### config.mk
export PLATFORM = sky130hd
export DESIGN_NAME = resp_fifo
export DESIGN_NICKNAME = d
export VERILOG_FILES = /design/src/rtl/resp_pkg.sv /design/src/rtl/resp_fifo_mem.sv /design/src/rtl/resp_fifo.sv
export SDC_FILE = /design/constraint.sdc
export NUM_CORES = 1
export LEC_CHECK = 0
export ABC_AREA = 1
export CORE_MARGIN = 3
export CORE_UTILIZATION = 65
export CTS_BUF_LIST = sky130_fd_sc_hd__clkbuf_2
export CTS_CLUSTER_DIAMETER = 80
export DETAILED_ROUTE_END_ITERATION = 8
export PLACE_DENSITY = 0.9
export SLEW_MARGIN = 20
export SYNTH_ARGS = -nofsm -noshare
export SYNTH_HDL_FRONTEND = slang
export SYNTH_SLANG_ARGS = --single-unit
### constraint.sdc
create_clock -name clk -period 3.9 [get_ports clk]
set_input_delay 0.585 -clock clk [delete_from_list [all_inputs] [get_ports clk]]
set_output_delay 0.585 -clock clk [all_outputs]
set_load 0.02 [all_outputs]
### src/rtl/resp_pkg.sv
`default_nettype none
// ============================================================================
// Module  : resp_pkg
// Brief   : Shared response-path constants and byte type (dispatcher, FIFO, UART).
// Rev     : 1.0  initial release
// ============================================================================
package resp_pkg;

  localparam int RESP_DATA_W     = 8;
  localparam int RESP_FIFO_DEPTH = 16;

  typedef logic [RESP_DATA_W-1:0] resp_byte_t;

endpackage : resp_pkg
`default_nettype wire

### src/rtl/resp_fifo_mem.sv
`default_nettype none
// ============================================================================
// Module  : resp_fifo_mem
// Brief   : DEPTH x DATA_W storage, synchronous write, asynchronous read.
// Rev     : 1.0  initial release
// ============================================================================
module resp_fifo_mem
  import resp_pkg::*;
#(
  parameter int DATA_W = RESP_DATA_W,
  parameter int DEPTH  = RESP_FIFO_DEPTH,
  parameter int AW     = $clog2(DEPTH)
) (
  input  logic              clk,
  input  logic              we,
  input  logic [AW-1:0]     waddr,
  input  logic [DATA_W-1:0] wdata,
  input  logic [AW-1:0]     raddr,
  output logic [DATA_W-1:0] rdata
);

  // No reset on the array so it can map onto distributed RAM.
  logic [DATA_W-1:0] mem_q [DEPTH];

  always_ff @(posedge clk) begin
    if (we) begin
      mem_q[waddr] <= wdata;
    end
  end

  assign rdata = mem_q[raddr];

endmodule : resp_fifo_mem
`default_nettype wire

### src/rtl/resp_fifo.sv
`default_nettype none
// ============================================================================
// Module  : resp_fifo
// Brief   : First-word-fall-through response byte FIFO, cmd_dispatcher -> uart_tx.
//           Optional high-watermark tracking under RESP_FIFO_WATERMARK_EN.
// Rev     : 1.0  initial release
// ============================================================================
module resp_fifo
  import resp_pkg::*;
#(
  parameter int DATA_W       = RESP_DATA_W,
  parameter int DEPTH        = RESP_FIFO_DEPTH,
  parameter int AFULL_THRESH = DEPTH - 2
) (
  input  logic                   clk,
  input  logic                   rst,
  input  logic [DATA_W-1:0]      wr_data,
  input  logic                   wr_valid,
  output logic                   wr_ready,
  output logic [DATA_W-1:0]      rd_data,
  output logic                   rd_valid,
  input  logic                   rd_ready,
  output logic [$clog2(DEPTH):0] level,
  output logic                   full,
  output logic                   empty,
  output logic                   afull
`ifdef RESP_FIFO_WATERMARK_EN
  ,
  output logic [$clog2(DEPTH):0] max_level,
  input  logic                   wm_clr
`endif
);

  localparam int            AW        = $clog2(DEPTH);
  localparam int            PW        = AW + 1;
  localparam logic [PW-1:0] AFULL_LVL = PW'(AFULL_THRESH);

  logic [PW-1:0] wr_ptr_q, wr_ptr_d;
  logic [PW-1:0] rd_ptr_q, rd_ptr_d;
  logic          wr_fire;
  logic          rd_fire;

  // Status is decoded only from registered pointers, so handshake outputs
  // never see the incoming valid/ready combinationally.
  assign empty    = (wr_ptr_q == rd_ptr_q);
  assign full     = (wr_ptr_q[AW-1:0] == rd_ptr_q[AW-1:0]) &&
                    (wr_ptr_q[AW] != rd_ptr_q[AW]);
  assign level    = wr_ptr_q - rd_ptr_q;
  assign afull    = (level >= AFULL_LVL);
  assign wr_ready = !full;
  assign rd_valid = !empty;

  assign wr_fire  = wr_valid && wr_ready;
  assign rd_fire  = rd_valid && rd_ready;

  always_comb begin
    wr_ptr_d = wr_ptr_q;
    rd_ptr_d = rd_ptr_q;
    if (wr_fire) begin
      wr_ptr_d = wr_ptr_q + PW'(1);
    end
    if (rd_fire) begin
      rd_ptr_d = rd_ptr_q + PW'(1);
    end
  end

  always_ff @(posedge clk or posedge rst) begin
    if (rst) begin
      wr_ptr_q <= '0;
      rd_ptr_q <= '0;
    end else begin
      wr_ptr_q <= wr_ptr_d;
      rd_ptr_q <= rd_ptr_d;
    end
  end

  resp_fifo_mem #(
    .DATA_W (DATA_W),
    .DEPTH  (DEPTH),
    .AW     (AW)
  ) u_mem (
    .clk   (clk),
    .we    (wr_fire),
    .waddr (wr_ptr_q[AW-1:0]),
    .wdata (wr_data),
    .raddr (rd_ptr_q[AW-1:0]),
    .rdata (rd_data)
  );

`ifdef RESP_FIFO_WATERMARK_EN
  logic [PW-1:0] max_level_q, max_level_d;

  // A clear reloads from the live level rather than zero.
  always_comb begin
    max_level_d = max_level_q;
    if (wm_clr) begin
      max_level_d = level;
    end else if (level > max_level_q) begin
      max_level_d = level;
    end
  end

  always_ff @(posedge clk or posedge rst) begin
    if (rst) begin
      max_level_q <= '0;
    end else begin
      max_level_q <= max_level_d;
    end
  end

  assign max_level = max_level_q;
`endif

endmodule : resp_fifo
`default_nettype wire

==> flow_summary.yaml <==
run_status:
  status: "finished, final reports clean"
cts:
  cts.reportedPaths.clkPinSlew_ps: 210
  htree_levels: 4
  numCtsBuffers: 17
  cts-root-buf: "clkbuf_2"
  clock_sinks: 138
  cts_tree: "built"
  clock_latency_ps: 690
  max-clock-path-buffers: 2
die:
  dieArea_mm2: 0.01081
  die_width_um: 104.0
  num_rows: 35
  ios: 30
  core_area_mm2: 0.009284
  die_y_um: 104.0
  initial_core_util_pct: 67.17
timing:
  hold_viol: 0
  slew_viol_final: 0
  setup_viol: 0
  fin_ws_ps: 191.5
  layout_min_cycle_time_ps: 3709
  fin_crit_sh_pct: 95.09
  worst_pin_slew_ps: 919.9
  finClkSkew_ps: 36.61
  rsz0062_at_grt: "false"
  tns_ps: 0
  relSlewSlack_pct: 38.45
  fmax_mhz: 269.6
drt:
  avgRoutedWirePerCell_um: 16.01
  ant_nets: 0
  met1_length_mm: 5.061
  first_iter_violations: 411
  viasPerCell: 5.461
  drc_errors: 0
  wl_met2_mm: 6.411
  dr_total_vias: 4407
  top_layer: "met4"
  wirelength_mm: 12.92
  drt-pass1-iter-count: 5
  wl_met3_mm: 1.114
critical_path:
  cp-start-kind: "flop"
  r2r_cells: 7
  crit_path_end_kind: "primary output"
  startpoint: "rd_ptr_q[0]"
  cp.required_ps: 3310
  r2r_slack_ps: 1060
  timing.rr.start: "rd_ptr_q[3]"
  crit_type: "reg -> out"
  r2r_end: "u_mem.mem_q[15][5]"
  arrival_ps: 3120
  path_max_fanout: 50
synth:
  syn_inst: 624
  synth_area_per_cell_um2: 9.994
  yosysSeqAreaShare_pct: 65.65
  netlist-cell-type-count: 28
  synth_seq_cells: 138
  synth.area.top_cells: "edfxtp_1, nand2_1, nand3_1"
  synth_edf_count: 128
  synth_area_leader_cell: "edfxtp_1"
  syn_area_mm2: 0.006236
  dominantRegCellSynth: "edfxtp_1"
  synth_top_area_share_pct: 61.64
  syn_nets: 646
  synth_warnings: 0
  synth-async-reset-ratio_pct: 7.246
pwr:
  ir_worst_vdd_mv: 0.4434
  p_switching_w: 0.002170
  clockPowerShare_pct: 15.8
  seqPwrFrac_pct: 37.0
  switching_share_pct: 42.35
  p_int_w: 0.002954
  power.density_mw_per_mm2: 739.8
  power_frac_comb_pct: 47.2
  p_leak_nw: 2.928
global_routing:
  grt_use_total_pct: 24.76
  grt_pass1_vias: 4343
  grt_pass1_wl_mm: 20.79
  grt.overflow.total: 0
  grt_max_degree: 84
  grt_antenna_before_repair: 0
placement:
  port_buffers: 29
  dp_worst_setup_slack_ps: 862.3
  gp_congestion: 0.8395
  dp.final_hpwl_mm: 8.504
cells_and_area:
  diodes: 0
  syn_to_final_growth_pct: 11.08
  layout-drive-gt1-share_pct: 8.555
  layout.nets: 688
  multi_input_area_mm2: 0.001753
  ff_latch_area_mm2: 0.004096
  fillers: 641
  fin_util_pct: 74.61
flow_run:
  drv_cap: 0
hold_path:
  hp-class: "in -> async"
[metal layers]
layer  vias up  track usage, %
met4         0           9.972
met5         -               0
met1      2060           31.64
met2       204           41.74
met3        36           5.152
li1       2107               -
[cell families (layout without fill, tap and decap cells)]
| family | count (synthesis) | count (layout) | share of synthesized area (%) |
|---|---|---|---|
| xor gates and xnor gates | 8 | 8 | 1.124 |
| adders and majority gates | 10 | 10 | 2.127 |
| buffers and inverters | 92 | 146 | 6.240 |
| DFF | 138 | 138 | 65.65 |
| AOI/OAI and AO/OA | 5 | 5 | 0.4413 |
| and+or+nand+nor | 371 | 371 | 24.42 |
[sequential cells by signal, summed over array words and instances (netlist names)]
| register | cells |
|---|---|
| u_mem.mem_q | 128 |
| rd_ptr_q | 5 |
| wr_ptr_q | 5 |
[layout by cell type (no fill, tap or decap)]
| cell type | count |
|---|---|
| nand2_1 | 235 |
| edfxtp_1 | 128 |
| inv_1 | 63 |
| nand3_1 | 61 |
| nor2_1 | 51 |
| clkdlybuf4s50_1 | 29 |
| buf_4 | 18 |
| clkbuf_2 | 17 |
| nor3_1 | 15 |
| ha_1 | 9 |
| dfrtp_1 | 8 |
| clkinv_4 | 6 |
| xnor2_1 | 5 |
| clkinv_1 | 4 |
| xor2_1 | 3 |
| nand2_2 | 3 |
| inv_2 | 2 |
| a21oi_1 | 2 |
| nand3b_1 | 2 |
| bufinv_16 | 2 |
| clkinv_2 | 2 |
| clkinvlp_4 | 2 |
| dfrtp_2 | 2 |
| nor2_2 | 1 |
| nand2_4 | 1 |
| a21boi_0 | 1 |
| and2_1 | 1 |
| nor2_4 | 1 |
| o21ai_1 | 1 |
| o21ai_0 | 1 |
| fa_1 | 1 |
| inv_6 | 1 |
[power groups by stage]
stage / Clock [W] / Sequential [W] / Combinational (W)
2_1_floorplan: 0 / 0.00188 / 0.00160
3_3_place_gp: 0 / 0.00192 / 0.00230
3_5_place_dp: 0 / 0.00193 / 0.00240
4_1_cts: 0.000815 / 0.00189 / 0.00242
5_1_grt: 0.000882 / 0.00192 / 0.00265
6_report: 0.000808 / 0.00190 / 0.00242
[worst max path at each step]
stage	endpoint	depth (start not counted)
floorplan	afull	10
global placement	afull	7
detailed placement	full	7
CTS	full	7
global route	rd_data[3]	8
finish	rd_data[1]	8
[cells in the mapped netlist (2+ instances only)]
library cell,number
ha_1,9
xnor2_1,5
nor3_1,15
nand3_1,61
nand2_2,3
buf_2,10
a21oi_1,2
clkinv_1,3
buf_4,4
nand3b_1,2
inv_1,63
nor2_1,51
dfrtp_1,10
nand2_1,235
edfxtp_1,128
inv_2,2
xor2_1,3
clkbuf_1,7
buf_6,2
[layout make-up]
type,instances,area share (%)
Clock buffer,17,1.228
Tap cell,129,2.330
Multi-Input combinational cell,394,25.31
Timing Repair Buffer,47,6.142
Inverter,68,3.685
Clock inverter,14,2.168
Sequential cell,138,59.14
[stage by stage]
stage,instances,cell area (um^2),hold WS (ps),total power (W)
floorplan,624,6236,425.2,0.003486
global placement,776,6690,536.4,0.004218
detailed placement,776,6690,580.1,0.004327
CTS,807,6925,138.0,0.005130
global route,807,6927,163.9,0.005446
finish,807,6927,149.0,0.005124
[critical path: stages, from the launching register on]
cell and delay, ps:
dfrtp_2 490, inv_2 620, nand2_1 190, nand2_1 150
nand2_1 80, nand3_1 130, nand2_1 70, nand2_1 80
clkdlybuf4s50_1 600
[repair_timing]
action                     in CTS  in global routing
gates resized for setup         0                  1
setup endpoints to repair       0                  4
buffers inserted                0                  0
hold buffers                    0                  0
No activity file was read; power rests on OpenSTA's default activity.
